$ cat src/rtl/umi_req_arbiter.sv
// Round-robin arbiter sharing one UMI request channel among N requesters.
// Grants are message-atomic and never move while a beat is stalled; the datapath is a pure mux.
module umi_req_arbiter #(
  parameter int N  = 4,
  parameter int CW = 32,
  parameter int AW = 64,
  parameter int DW = 128
) (
  input  logic            clk,
  input  logic            reset,
  input  logic [N-1:0]    umi_in_valid,
  input  logic [N*CW-1:0] umi_in_cmd,
  input  logic [N*AW-1:0] umi_in_dstaddr,
  input  logic [N*AW-1:0] umi_in_srcaddr,
  input  logic [N*DW-1:0] umi_in_data,
  output logic [N-1:0]    umi_in_ready,
  output logic            umi_out_valid,
  output logic [CW-1:0]   umi_out_cmd,
  output logic [AW-1:0]   umi_out_dstaddr,
  output logic [AW-1:0]   umi_out_srcaddr,
  output logic [DW-1:0]   umi_out_data,
  input  logic            umi_out_ready,
  input  logic [N-1:0]    mask,
  output logic [N-1:0]    grant,
  output logic            locked
);

  // Handshake: a beat moves when umi_out_valid & umi_out_ready; only the granted
  // requester sees ready, and a requester must hold its beat until that happens.

  localparam int PW = $clog2(N);

  typedef enum logic {
    IDLE   = 1'b0,
    LOCKED = 1'b1
  } state_t;

  state_t        state_q, state_d;
  logic [PW-1:0] ptr_q, ptr_d;
  logic [PW-1:0] owner_q, owner_d;
  logic          hold_q, hold_d;

  logic [N-1:0]  cand;
  logic [PW-1:0] pick;
  logic          pick_vld;
  logic [PW-1:0] g;
  logic          g_vld;
  logic          accept;
  logic          eom;
  int            idx;

  // Fresh round-robin pick: first unmasked valid requester scanning from ptr.
  always_comb begin
    cand     = umi_in_valid & ~mask;
    pick     = '0;
    pick_vld = 1'b0;
    idx      = 0;
    for (int k = 0; k < N; k++) begin
      idx = int'(ptr_q) + k;
      if (idx >= N) idx = idx - N;
      if (!pick_vld && cand[idx]) begin
        pick_vld = 1'b1;
        pick     = PW'(idx);
      end
    end
  end

  // A message lock or a stalled beat pins the grant to owner.
  always_comb begin
    g     = pick;
    g_vld = pick_vld;
    if (state_q == LOCKED || hold_q) begin
      g     = owner_q;
      g_vld = 1'b1;
    end
    if (reset) begin
      g     = '0;
      g_vld = 1'b0;
    end
  end

  assign umi_out_cmd     = umi_in_cmd[int'(g)*CW +: CW];
  assign umi_out_dstaddr = umi_in_dstaddr[int'(g)*AW +: AW];
  assign umi_out_srcaddr = umi_in_srcaddr[int'(g)*AW +: AW];
  assign umi_out_data    = umi_in_data[int'(g)*DW +: DW];
  assign umi_out_valid   = g_vld & umi_in_valid[g];

  always_comb begin
    grant        = '0;
    umi_in_ready = '0;
    if (g_vld) begin
      grant[g]        = 1'b1;
      umi_in_ready[g] = umi_out_ready;
    end
  end

  assign accept = umi_out_valid & umi_out_ready;
  assign eom    = umi_out_cmd[22];
  assign locked = (state_q == LOCKED);

  always_comb begin
    state_d = state_q;
    ptr_d   = ptr_q;
    owner_d = owner_q;
    hold_d  = hold_q;
    if (accept) begin
      hold_d = 1'b0;
      if (eom) begin
        state_d = IDLE;
        ptr_d   = (int'(g) == N - 1) ? '0 : g + PW'(1);
      end else begin
        state_d = LOCKED;
        owner_d = g;
      end
    end else if (umi_out_valid && state_q == IDLE) begin
      owner_d = g;
      hold_d  = 1'b1;
    end
  end

  always_ff @(posedge clk or posedge reset) begin
    if (reset) begin
      state_q <= IDLE;
      ptr_q   <= '0;
      owner_q <= '0;
      hold_q  <= 1'b0;
    end else begin
      state_q <= state_d;
      ptr_q   <= ptr_d;
      owner_q <= owner_d;
      hold_q  <= hold_d;
    end
  end

endmodule

$ cat config.mk
export PLATFORM = sky130hd
export DESIGN_NAME = umi_req_arbiter
export DESIGN_NICKNAME = d
export VERILOG_FILES = /design/src/rtl/umi_req_arbiter.sv
export SDC_FILE = /design/constraint.sdc
export NUM_CORES = 1
export LEC_CHECK = 0
export BUFFER_PORTS_ARGS = -buffer_cell sky130_fd_sc_hd__buf_2
export CELL_PAD_IN_SITES_DETAIL_PLACEMENT = 0
export CELL_PAD_IN_SITES_GLOBAL_PLACEMENT = 2
export CORE_AREA = 4 4 560 562
export CTS_CLUSTER_DIAMETER = 30
export DETAILED_ROUTE_END_ITERATION = 16
export DIE_AREA = 0 0 564 566
export GPL_TIMING_DRIVEN = 1
export PLACE_DENSITY = 0.43
export SLEW_MARGIN = 30
export SYNTH_ARGS = -nofsm -noshare
export SYNTH_HDL_FRONTEND = slang
export SYNTH_SLANG_ARGS = --single-unit
export TNS_END_PERCENT = 100
$ cat constraint.sdc
create_clock -name clk -period 2.85 [get_ports clk]
set_input_delay 0.57 -clock clk [delete_from_list [all_inputs] [get_ports clk]]
set_output_delay 0.57 -clock clk [all_outputs]
set_load 0.05 [all_outputs]
Word-level counts from Yosys, hierarchy flattened:

Index checks and enable logic that the tools add are counted.

* output and inout port bits: 298
* register bits after elaboration: 6
* bits of input ports: 1163

* reductions and logical operators: 12
* magnitude comparators: 10
* muxes and demuxes: 41
* eq/ne operators: 2
* shift-type cells: 4
* bitwise gates (word level): 6
* add/sub/neg operators: 8

Operators by type and width (count)
* $shiftx 256x9->64: 2
* $shiftx 512x10->128: 1
* $lt 32x4->1 const B: 4
* $mux 32: 4
* $shiftx 128x8->32: 1
* $mux 2: 10
* $mux 1: 19
* $sub 3x3->4 const B: 3
* $bmux 1 s2: 5
* $ge 3x3->1 const B: 3
* $and 4x4->4: 2
* $mux 4: 2
* $add 2x2->3 const B: 2
* $logic_and 1x1->1: 5
* $not 4->4: 1
* $reduce_and 2->1: 2
* $sub 2x3->4 const B: 1
* $add 2x1->3 const B: 1
* $ge 2x3->1 const B: 1
* $logic_not 1->1: 3
* $lt 2x3->1 const B: 1
* $add 2x1->2 const B: 1
* $and 1x1->1: 2
* $demux 1 s2: 1
* 6 further kinds: 6

Logic depth before layout (Yosys ltp):

* depth in word-level cells: 23
* depth in mapped cells: 11
* mapped depth without buffers: 8

Worst setup path before layout:

No wires, ideal clock.

* path kind: register to output
* start: register state_q, in the netlist locked
* end: output port umi_out_data[102]
* arrival time: 3.169 ns
* data required time: 2.280 ns
* cell stages (with the launch flop): 12
* path buffers: 4
* setup slack: -0.889 ns
* cell sequence: dfrtp_1 -> or2_1 -> buf_2 -> or4_4 -> o21ai_2 -> a21o_4 -> buf_6 -> buf_6 -> buf_2 -> nand2_1 -> and3_1 -> a31oi_1

* cells in the longest elaborated chain, start to end: 4

RTL lines
* from (decl): line 38 `state_t state_q, state_d;`
* from (signal assigned): line 128 `state_q <= state_d;`
* $logic_or 1x1->1: line 72 `if (state_q == LOCKED || hold_q) begin`
* $mux 2: line 72
* $mux 2: line 76 `if (reset) begin`
* $shiftx 512x10->128: line 85 `assign umi_out_data = umi_in_data[int'(g)*DW +: DW];`
* to (decl): line 21 `output logic [DW-1:0] umi_out_data,`

Every way passes these cells.

Worst setup path after layout:

* start: register state_q, in the netlist locked
* end: output port umi_out_data[63]

Same word-level chain as after synthesis.

==> results.sh <==
export IMPL_status="complete, but fails checks"
export IMPL_violations="negative setup slack"
export IMPL_gp_congestion=0.9059
export IMPL_relSlewSlack=0.6839
export IMPL_syn_num_nets=3149
export IMPL_yosysMostFrequentCell="nand2_1"
export IMPL_async_reset_ff_frac=1.000
export IMPL_layout_drive_gt1_share=0.6370
export IMPL_cts_root_buffer="clkbuf_16"
export IMPL_path_clk_slew_ps=40
export IMPL_cp_slowest_cell="dfrtp_2"
export IMPL_period_minus_slack_ps=3631
export IMPL_synth_edf_count=0
export IMPL_grt_antenna_before_repair=146
export IMPL_synthTopCellsByArea="nand2_1 46%, and3_1 19%, a31oi_1 19%"
export IMPL_top_level_ports=1461
export IMPL_wl_microns=206800
export IMPL_hold_slack_ps=385.0
export IMPL_wl_per_cell_microns=26.84
export IMPL_die_h_microns=566
export IMPL_postPlaceCellArea_sq_um=31190
export IMPL_ff2ff_setup_slack_ps=-440
export IMPL_seqCellArea_sq_um=151.4
export IMPL_final_net_count=4711
export IMPL_worstPathRequired_ps=2280
export IMPL_drcViolationCount=0
export IMPL_power_density_nw_per_um2=824.0
export IMPL_grt_pass1_vias=23490
export IMPL_htree_levels=1
export IMPL_coreArea_sq_um=308300
export IMPL_vias_per_cell=2.819
export IMPL_clock_latency_ps=230
export IMPL_period_share=1.274
export IMPL_start_kind="register"
export IMPL_crit_fanout=8
export IMPL_tightest_slew_ps=474.2
export IMPL_portBuffers=1460
export IMPL_crit_arrival_ps=3060
export IMPL_syn_area_sq_um=9419
export IMPL_hold_buffers=0
export IMPL_drtIter0Drc=1064
export IMPL_dpl_hpwl_microns=183400
export IMPL_ir_worst_vdd_uv=337.6
export IMPL_setup_slack_ps=-781.0
export IMPL_final_cell_area_sq_um=34100
export IMPL_first_pass_iters=5
export IMPL_crit_path_max_incr_delay_ps=390
export IMPL_worst_setup_path_end_kind="output pin"
export IMPL_grt_pass1_wl_microns=257900
export IMPL_leakagePower_nw=14.17
export IMPL_r2r_start="locked"
export IMPL_cts_tree="done"
export IMPL_cts_inserted_buffers=3
export IMPL_syn_avg_cell_area_sq_um=4.752
export IMPL_r2r_cells=10
export IMPL_grt_max_degree=39
export IMPL_pre_cts_ws_ps=-1073
export IMPL_yosys_warnings=0
export IMPL_rsz0062_at_grt="yes"
export IMPL_path_cells="or2_4 > a21oi_2 > o211ai_1 > a21o_4 > buf_12 > buf_16 > inv_16 > buf_16 > buf_12 > buf_4 > nand2_1 > and3_1 > a31oi_4 > buf_12"
export IMPL_synthTopCellsByCount="1150 x nand2_1, 291 x and3_1, 287 x a31oi_1"
export IMPL_multi_input_area_sq_um=13620
export IMPL_skew_ps=2.257
export IMPL_start_util=0.03055
export IMPL_setup_viol=302
export IMPL_crit_type="register to output pin"
export IMPL_die_x_microns=564
export IMPL_ys_flop_type="dfrtp_1"
export IMPL_dr_total_vias=21720
export IMPL_max_freq_mhz=275.4
export IMPL_grt_busiest_layer="met2"
export IMPL_synthCells=1982
export IMPL_grtUsageTotal=0.1222
export IMPL_fill_cells=36280
export IMPL_die_area_sq_um=319200
export IMPL_maxCapViolCount=0
export IMPL_row_count=204
export IMPL_holdCritPathClass="input pin to asynchronous set/reset pin"
export IMPL_postRouteAntennaNets=0
export IMPL_yosysTopAreaCellShare=0.4583
export IMPL_p_total_mw=28.10
export IMPL_yosysTopAreaCell="nand2_1"
export IMPL_numClockSinks=6
export IMPL_ys_ff_latch=6
export IMPL_cts_path_max_buffers=2
export IMPL_hold_violations=0
export IMPL_grt_overflow_total=0
export IMPL_ys_seq_area_frac=0.01594
export IMPL_gr_usage_met3=0.04807
export IMPL_synth_cell_types=42
export IMPL_cp_common_cell="buf_12"
export IMPL_reg2reg_to="owner_q[1]"
export IMPL_gr_usage_met1=0.1441
export IMPL_grt_use_met2=0.2157
export IMPL_area_delta_synth_final_pct=262.1
export IMPL_report_final_slew_viol_count=0
worst max-delay path by stage:
stage / end / start / slack (ps)
after global placement: umi_out_dstaddr[26] / mask[1] / -1130
after detailed placement: umi_out_dstaddr[26] / mask[1] / -1070
final: umi_out_data[63] / locked / -780
after global routing: umi_out_dstaddr[8] / mask[1] / -930
after CTS: umi_out_srcaddr[14] / locked / -840
after floorplan: ptr_q[0] / mask[2] / -450
power breakdown:
part	internal (mW)	leakage, nW	switching (mW)	total (mW)
combinational	11.2	14.1	16.5	27.7
sequential	0.120	0.0728	0.0298	0.150
clock	0.186	0.0384	0.0533	0.239
total	11.5	14.2	16.6	28.1
registers in the layout, summed over array words and instances, names as in the netlist:
| register | flops |
|---|---|
| owner_q | 2 |
| hold_q | 1 |
| ptr_q | 2 |
| locked | 1 |
cell type report:
type,instances,area share
timing repair buffer,1748,0.4375
inverter,5,0.001247
tap,4120,0.1512
sequential,6,0.004439
multi-input combinational,1779,0.3994
antenna,42,0.003082
timing repair inverter,1,0.0008805
clock buffer,4,0.002311
cell families (layout without fill, tap and decap cells):
family | count (synthesis) | in the layout | share of synthesized area
AOI/OAI and AO/OA | 303 | 303 | 0.2046
muxes | 8 | 8 | 0.01049
DFF | 6 | 6 | 0.01594
buffers and inverters | 197 | 1758 | 0.09617
adders and majority gates | 4 | 4 | 0.005314
other | 0 | 42 | 0
and+or+nand+nor | 1464 | 1464 | 0.6675
critical path, delay by kind of cell, from the launching register on:
family | cells | cell delay [ps]
buffers and inverters | 7 | 1090
AO/OA/AOI/OAI | 4 | 730
AND/OR/NAND/NOR | 3 | 530
flip-flops | 1 | 390
per-layer routing:
| metal | routed length (microns) | share of wire | up-vias |
|---|---|---|---|
| met5 | 816 | 0.0039 | - |
| met4 | 1938 | 0.0094 | 124 |
| met3 | 19990 | 0.097 | 244 |
| met2 | 100600 | 0.49 | 1120 |
| met1 | 83470 | 0.40 | 10300 |
| li1 | - | - | 9935 |
cells in the final DEF, fill, tap and decap left out, types with 2 or more instances in the layout:
| master | Yosys | layout |
|---|---|---|
| nor2b_4 | 0 | 3 |
| buf_2 | 34 | 1171 |
| clkbuf_16 | 0 | 7 |
| buf_16 | 0 | 25 |
| buf_8 | 0 | 15 |
| clkbuf_4 | 4 | 2 |
| and3_1 | 291 | 169 |
| diode_2 | 0 | 42 |
| a31oi_4 | 0 | 287 |
| inv_1 | 4 | 3 |
| o21a_1 | 2 | 2 |
| and2_4 | 0 | 4 |
| nand2_2 | 0 | 51 |
| bufbuf_16 | 0 | 8 |
| mux2i_1 | 2 | 2 |
| and3_4 | 0 | 115 |
| mux2_1 | 4 | 4 |
| ha_4 | 0 | 3 |
| nor2_1 | 3 | 3 |
| buf_12 | 0 | 280 |
| dfrtp_1 | 6 | 5 |
| and3_2 | 0 | 7 |
| nand2_4 | 0 | 17 |
| nand2_1 | 1150 | 1082 |
| buf_4 | 19 | 152 |
| buf_6 | 5 | 91 |
| nand3b_1 | 2 | 2 |
stage by stage:
step | setup TNS (ps) | cells | util
after floorplan | -94380 | 1982 | -
after global placement | -251690 | 7587 | 0.1012
after detailed placement | -245330 | 7587 | 0.1012
after CTS | -226000 | 7658 | 0.1089
after global routing | -245340 | 7677 | 0.1104
final | -206090 | 7705 | 0.1106
what timing repair did:
action | 4_1_cts | 5_1_grt
pin swaps | 59 | 4
setup endpoints to repair | 302 | 302
resized for setup | 333 | 91
buffers inserted | 48 | 2
gates cloned | 20 | 4
No activity file was read; power rests on OpenSTA's default activity.
